<file path="src/rtl/link_pkg.sv">
// Shared definitions for the 10-bit serial link (transmitter and receiver).
// Holds line levels, default payload/frame sizes and the frame state enum.
package link_pkg;

  // Line levels seen on the wire.
  localparam logic START_BIT  = 1'b0;
  localparam logic STOP_BIT   = 1'b1;
  localparam logic IDLE_LEVEL = 1'b1;

  // Default payload width and resulting frame length.
  localparam int LINK_DATA_W = 8;
  localparam int FRAME_BITS  = LINK_DATA_W + 2;

  // Frame sequencer states, shared by both link ends.
  typedef enum logic [1:0] {
    IDLE  = 2'd0,
    START = 2'd1,
    DATA  = 2'd2,
    STOP  = 2'd3
  } link_state_e;

endpackage

</file>
<file path="src/rtl/bit_tick.sv">
// Bit-period timer: counts 0..CLKS_PER_BIT-1 while enabled, ticks on wrap.
// Ports: clk, reset (sync, active-high), en, clr (sync clear), tick (1-cycle).
module bit_tick #(
  parameter int CLKS_PER_BIT = 1
) (
  input  logic clk,
  input  logic reset,
  input  logic en,
  input  logic clr,
  output logic tick
);

  localparam int CW =
    (CLKS_PER_BIT > 1) ? $clog2(CLKS_PER_BIT) : 1;
  localparam logic [CW-1:0] LAST = CW'(CLKS_PER_BIT - 1);

  logic [CW-1:0] cnt_q;
  logic [CW-1:0] cnt_d;

  // Tick on the last clock of a bit period.
  assign tick = en && (cnt_q == LAST);

  always_comb begin
    cnt_d = cnt_q;
    if (clr) begin
      cnt_d = '0;
    end else if (en) begin
      if (tick) cnt_d = '0;
      else      cnt_d = cnt_q + CW'(1);
    end
  end

  always_ff @(posedge clk) begin
    if (reset) cnt_q <= '0;
    else       cnt_q <= cnt_d;
  end

endmodule

</file>
<file path="src/rtl/shift_register_out.sv">
// Parallel-in serial-out frame transmitter: start, data MSB first, stop.
// Ports: clk, reset (sync, active-high), ParData, Load -> SerOut, Busy, Done.
module shift_register_out
  import link_pkg::*;
#(
  parameter int DATA_W       = LINK_DATA_W,
  parameter int CLKS_PER_BIT = 1
) (
  input  logic              clk,
  input  logic              reset,
  input  logic [DATA_W-1:0] ParData,
  input  logic              Load,
  output logic              SerOut,
  output logic              Busy,
  output logic              Done
);

  localparam int BW = $clog2(DATA_W + 1);
  localparam logic [BW-1:0] LAST_BIT = BW'(DATA_W - 1);

  link_state_e       state_q, state_d;
  logic [DATA_W-1:0] sreg_q, sreg_d;
  logic [BW-1:0]     bit_q, bit_d;
  logic              ser_q, ser_d;
  logic              busy_q, busy_d;
  logic              done_q, done_d;
  logic              tick;
  logic              in_idle;

  assign in_idle = (state_q == IDLE);

  // Timer runs only during a frame and restarts from 0 on each new one.
  bit_tick #(
    .CLKS_PER_BIT(CLKS_PER_BIT)
  ) u_tick (
    .clk  (clk),
    .reset(reset),
    .en   (!in_idle),
    .clr  (in_idle),
    .tick (tick)
  );

  always_comb begin
    state_d = state_q;
    sreg_d  = sreg_q;
    bit_d   = bit_q;
    ser_d   = ser_q;
    busy_d  = busy_q;
    done_d  = 1'b0;
    unique case (state_q)
      IDLE: begin
        ser_d  = IDLE_LEVEL;
        busy_d = 1'b0;
        if (Load) begin
          state_d = START;
          sreg_d  = ParData;
          ser_d   = START_BIT;
          busy_d  = 1'b1;
        end
      end
      START: begin
        // Present D[MSB] and pre-shift so the next bit sits in the MSB.
        if (tick) begin
          state_d = DATA;
          ser_d   = sreg_q[DATA_W-1];
          sreg_d  = sreg_q << 1;
          bit_d   = '0;
        end
      end
      DATA: begin
        if (tick) begin
          if (bit_q == LAST_BIT) begin
            state_d = STOP;
            ser_d   = STOP_BIT;
            bit_d   = '0;
          end else begin
            ser_d  = sreg_q[DATA_W-1];
            sreg_d = sreg_q << 1;
            bit_d  = bit_q + BW'(1);
          end
        end
      end
      STOP: begin
        if (tick) begin
          state_d = IDLE;
          ser_d   = IDLE_LEVEL;
          busy_d  = 1'b0;
          done_d  = 1'b1;
        end
      end
      default: begin
        state_d = IDLE;
        ser_d   = IDLE_LEVEL;
        busy_d  = 1'b0;
      end
    endcase
  end

  always_ff @(posedge clk) begin
    if (reset) begin
      state_q <= IDLE;
      sreg_q  <= '0;
      bit_q   <= '0;
      ser_q   <= IDLE_LEVEL;
      busy_q  <= 1'b0;
      done_q  <= 1'b0;
    end else begin
      state_q <= state_d;
      sreg_q  <= sreg_d;
      bit_q   <= bit_d;
      ser_q   <= ser_d;
      busy_q  <= busy_d;
      done_q  <= done_d;
    end
  end

  assign SerOut = ser_q;
  assign Busy   = busy_q;
  assign Done   = done_q;

endmodule
</file>
<file path="config.mk">
export PLATFORM = sky130hd
export DESIGN_NAME = shift_register_out
export DESIGN_NICKNAME = d
export VERILOG_FILES = /design/src/rtl/link_pkg.sv /design/src/rtl/bit_tick.sv /design/src/rtl/shift_register_out.sv
export SDC_FILE = /design/constraint.sdc
export NUM_CORES = 1
export LEC_CHECK = 0
export ABC_CLOCK_PERIOD_IN_PS = 2300
export CORE_MARGIN = 4
export CORE_UTILIZATION = 51
export CTS_CLUSTER_DIAMETER = 80
export DETAILED_ROUTE_END_ITERATION = 10
export PLACE_DENSITY = 0.76
export SLEW_MARGIN = 5
export SYNTH_ARGS = -nofsm -noshare
export SYNTH_HDL_FRONTEND = slang
export SYNTH_SLANG_ARGS = --single-unit
export TNS_END_PERCENT = 10
</file>
<file path="constraint.sdc">
create_clock -name clk -period 2.3 [get_ports clk]
set_clock_uncertainty 0.15 [all_clocks]
set_input_delay 0.46 -clock clk [delete_from_list [all_inputs] [get_ports clk]]
set_output_delay 0.46 -clock clk [all_outputs]
set_load 0.1 [all_outputs]
</file>
Word level (Yosys, flattened, before mapping)
Index checks and enable logic that the tools add are counted.
{"block": "word_totals", "ff_bits": 18, "inputBits": 11, "word_cells": 59}
{"block": "classes", "add_sub_neg": 2, "eq_ne": 10, "n_mux": 25, "n_bitwise": 2, "n_reduce_logical": 13}
{"cell": "2-to-1 mux 8 bit", "n": 4}
{"cell": "one-hot mux 8 bit (3 select lines)", "n": 1}
{"cell": "2-to-1 mux 4 bit", "n": 3}
{"cell": "!= test 2 bit (second input constant)", "n": 6}
{"cell": "2-to-1 mux 2 bit", "n": 5}
{"cell": "AND reduction 5 bit", "n": 2}
{"cell": "2-to-1 mux 1 bit", "n": 8}
{"cell": "one-hot mux 2 bit (4 select lines)", "n": 1}
{"cell": "one-hot mux 4 bit (2 select lines)", "n": 1}
{"cell": "AND reduction 3 bit", "n": 2}
{"cell": "adder 4 x 1 -> 4 bit (second input constant)", "n": 1}
{"cell": "== test 2 bit (second input constant)", "n": 2}
{"cell": "== test 4 x 3 -> 1 bit (second input constant)", "n": 1}
{"cell": "one-hot mux 1 bit (4 select lines)", "n": 1}
{"cell": "nonzero test 2 bit", "n": 2}
{"cell": "nonzero test 3 bit", "n": 1}
{"cell": "OR reduction 3 bit", "n": 1}
{"cell": "== test 2 x 1 -> 1 bit (second input constant)", "n": 1}
{"cell": "logical NOT 2 bit", "n": 1}
{"cell": "inverter 1 bit", "n": 2}
{"cell": "one-hot mux 1 bit (2 select lines)", "n": 1}
{"cell": "AND reduction 2 bit", "n": 1}
{"cell": "OR reduction 2 bit", "n": 1}
{"cell": "adder 1 bit (second input constant)", "n": 1}
{"cell": "2 further kinds", "n": 2}

Logic depth before layout (Yosys ltp)
{"block": "depth", "depth_word": 5, "ltp_mapped": 7, "ltp_nobuf": 6}

By module
From an unflattened synthesis, not the netlist that was laid out.
{"block": "unflattened", "cells_unflattened": 107, "hier_area_um2": 1007.2}
{"mod": "shift_register_out", "instances": 1, "cells_each": 104, "area_per_inst_um2": 965.9, "seq_area_each_um2": 340.3}
{"mod": "bit_tick", "instances": 1, "cells_each": 3, "area_per_inst_um2": 41.3, "seq_area_each_um2": 20.0}

Worst setup path after synthesis
OpenSTA, ideal clock, no wires.
{"block": "synth_timing", "kind": "register to register", "start": "register state_q[0]", "end": "register sreg_q[1]", "setup_time_ns": 0.079, "t_arrival_ns": 1.649, "setup_slack_ns": 0.422, "stages_incl_launch_ff": 8, "path_buffers": 1, "period_less_slack_ns": 1.878, "path_cell_list": "dfxtp_1 > inv_1 > ha_1 > and4b_4 > nor4_4 > buf_6 > nor2_1 > a211oi_2"}
{"block": "synth_between", "elab_chain_len": 5, "word_cells_on_any_way": 12}
{"element": "start, declared", "line": "shift_register_out.sv:21", "text": "link_state_e state_q, state_d;"}
{"element": "start signal, assigned", "line": "shift_register_out.sv:108", "text": "state_q <= state_d;"}
{"element": "logical NOT 2 bit", "line": "shift_register_out.sv:30, shift_register_out.sv:50"}
{"element": "logical NOT 1 bit", "line": "shift_register_out.sv:38", "text": ".en (!in_idle),"}
{"element": "logical AND 1 bit", "line": "bit_tick.sv:21", "text": "assign tick = en && (cnt_q == LAST);"}
{"element": "!= test 2 bit (no source line)"}
{"element": "AND reduction 5 bit (no source line)"}
{"element": "end signal, assigned", "line": "shift_register_out.sv:109", "text": "sreg_q <= sreg_d;"}
{"element": "end, declared", "line": "shift_register_out.sv:22", "text": "logic [DATA_W-1:0] sreg_q, sreg_d;"}
Several ways; a longest one is shown, not always the timed one.
A chain may end at the register's enable or synchronous reset.

Final worst setup path
{"block": "layout_timing", "start": "register state_q[0]", "end": "register state_q[0]"}
{"block": "layout_between", "elab_chain_len": 5, "word_cells_on_any_way": 13}
{"element": "logical NOT 2 bit", "line": "shift_register_out.sv:30, shift_register_out.sv:50"}
{"element": "logical NOT 1 bit", "line": "shift_register_out.sv:38"}
{"element": "logical AND 1 bit", "line": "bit_tick.sv:21"}
{"element": "!= test 2 bit (no source line)"}
{"element": "AND reduction 5 bit (no source line)"}
Several ways; a longest one is shown, not always the timed one.

==> run_results.csv <==
group,metric,value,unit
synth,synthCells,98,
critical_path,worstSetupPathType,"register to register",
sta,grt_setup_unrepaired,"false",
sta,fin_tns_setup,0,ns
die,dieArea,2579,µm²
grt,track_usage,0.1445,
grt,antenna_found_initial,0,
critical_path,critPathLaunchType,"register",
synth,yosys_warnings,0,
drt,ant_nets,0,
grt,grt_pass1_vias,674,
cts,htree_levels,1,
drt,avgViaCountPerCell,5.529,
pwr,p_leak,0.4119,nW
pwr,power_density,1299,nW/µm²
synth,synth_area,933.4,µm²
grt,grt_max_degree,17,
die,num_rows,15,
synth,synth_top_area_share,0.3861,
sta,max_freq,0.4736,GHz
cts,cts-buffers-inserted,3,
synth,avgSynthCellArea,9.524,µm²
die,core_area,1727,µm²
die,die_w,50.78,µm
min_path,hold_path_class,"register to register",
synth,synth_most_common_cell,"dfxtp_1",
critical_path,crit_arrival,2.16,ns
layout,drive_gt1_frac,0.1441,
layout,diodes,0,
drt,drc,0,
synth,synth.area.top_cells,"dfxtp_1 39%, mux2i_1 8.6%, ha_1 6.7%, a211oi_1 5.6%, nor2_1 5.6%",
drt,routed_wl,1.672,mm
die,pin_count,14,
run_status,status,"finished, final reports clean",
cts,holdBufCountCts,0,
layout,finalCoreUtilization,0.6377,
cts,cts_sinks,18,
cts,cts-resized-gates,0,
placed_design,hpwlAfterDp,1.280,mm
sta,hold_violations,0,
synth,syn_nets,114,
cts,clk_latency,0.28,ns
drt,drt_iter0_drc,14,
die,die_h,50.78,µm
grt,overflow,0,
job,drv_cap,0,
sta,setup_viol,0,
cts,clock-root-buffer,"clkbuf_4",
synth,synth_cell_types,34,
placed_design,routabilityCongestion,0.8224,
layout,final_cells,136,
grt,grt_pass1_wl,2.801,mm
placed_design,io_buffer_count,13,
drt,routedWlPerCell,12.29,µm
critical_path,worstPathMaxFanout,14,
drt,dr.pass1.iters,4,
layout,area_growth,17.96,%
cts,tritoncts,"built",
placed_design,dp_cells,133,
synth,yosysSeqAreaShare,0.3861,
synth,ys_seq_elements,18,
synth,synthTopCellsByCount,"18 x dfxtp_1, 14 x nor2_1, 8 x mux2i_1, 7 x a211oi_1, 5 x ha_1",
synth,synthFlopType,"dfxtp_1",
die,start_util,0.5406,
layout,nNetsFinal,129,
pwr,vdd.ir_drop.worst,0.0009228,V
sta,fin_crit,2.112,ns
critical_path,cp-end-kind,"register",
critical_path,crit_required,2.35,ns
pwr,p_total,1.431,mW
cts,cts.clk_slew.worst_paths,0.10,ns
synth,synth_area_leader_cell,"dfxtp_1",
cts,cts_buffer_depth,2,
synth,async_flop_share,0,
drt,num_vias,752,
cts,post_cts_buffers,0,
sta,fin_crit_sh,0.9181,
sta,drv_slew,0,
synth,synth_edf_count,0,
-- power breakdown --
part	total [mW]	switching, mW	internal (mW)
combinational	0.833	0.488	0.345
sequential	0.449	0.0494	0.399
clock	0.149	0.0885	0.0607
-- state kept, by name (all words and copies together), names as in the netlist --
register	count
Busy	1
u_tick.cnt_q	1
bit_q	4
sreg_q	8
SerOut	1
state_q	2
Done	1
-- logic make-up after synthesis --
family,count (synthesis),share of synthesized area
adders and majority gates,5,0.06702
and+or+nand+nor,35,0.2265
AOI/OAI and AO/OA,23,0.1890
DFF,18,0.3861
buffers and inverters,8,0.04155
muxes,8,0.08579
other,1,0.004018
-- final timing paths --
check             start         end  slack, ns  cells past startpoint
max          state_q[0]  state_q[0]       0.19                      6
max reg2reg  state_q[0]  state_q[0]       0.19                      6
min reg2reg   sreg_q[0]   sreg_q[0]       0.33                      2
min           sreg_q[0]   sreg_q[0]       0.33                      2
-- worst max-delay path, stage by stage (launching register included) --
cell      delay, ns
dfxtp_1        0.39
inv_1          0.08
ha_1           0.36
or3_4          0.46
a221oi_2       0.30
nor2_1         0.07
a211oi_1       0.22
-- cell type report --
type | count | area (µm²)
Tap cell | 25 | 31.28
Clock buffer | 3 | 22.52
Inverter | 2 | 7.507
Multi-Input combinational cell | 72 | 534.3
Timing Repair Buffer | 16 | 145.1
Fill cell | 149 | 625.6
Sequential cell | 18 | 360.3
-- cells in the final DEF, fill, tap and decap left out --
cell,n
clkdlybuf4s50_1,10
o22a_1,1
or2_2,1
mux2i_1,8
nor2b_1,3
a21oi_1,3
nand2b_1,2
clkbuf_4,3
and4b_4,1
nand2_1,3
dfxtp_1,18
a32oi_1,1
nand4_1,2
o21ai_0,4
o22ai_1,1
nor4_1,1
a31oi_1,1
buf_4,6
a221o_1,1
a211oi_2,2
nor2_1,14
nor3b_1,1
nand3_1,1
nor4_4,1
nand4b_1,2
or3_4,1
a311oi_1,1
conb_1,1
a221oi_2,1
nand3b_1,2
ha_1,5
inv_1,2
a211oi_1,7
-- stage by stage --
step / instance area [µm²] / setup WS (ns) / hold WS (ns)
global route: 1101 / 0.03944 / 0.3766
global placement: 1079 / 0.2695 / 0.3080
CTS: 1101 / 0.1784 / 0.3315
detailed placement: 1079 / 0.2059 / 0.3175
finish: 1101 / 0.1884 / 0.3299
floorplan: 933.4 / 0.4215 / 0.2958
-- metal layers --
layer,part of all wire,track usage,vias to the layer above,wire length [µm]
met2,0.49,0.2457,25,813
met4,0.013,0.08969,0,21
met3,0.071,0.02077,2,119
met5,0,0,-,0
li1,-,-,387,-
met1,0.43,0.1691,338,718
Power figures use the tool's default switching activity.
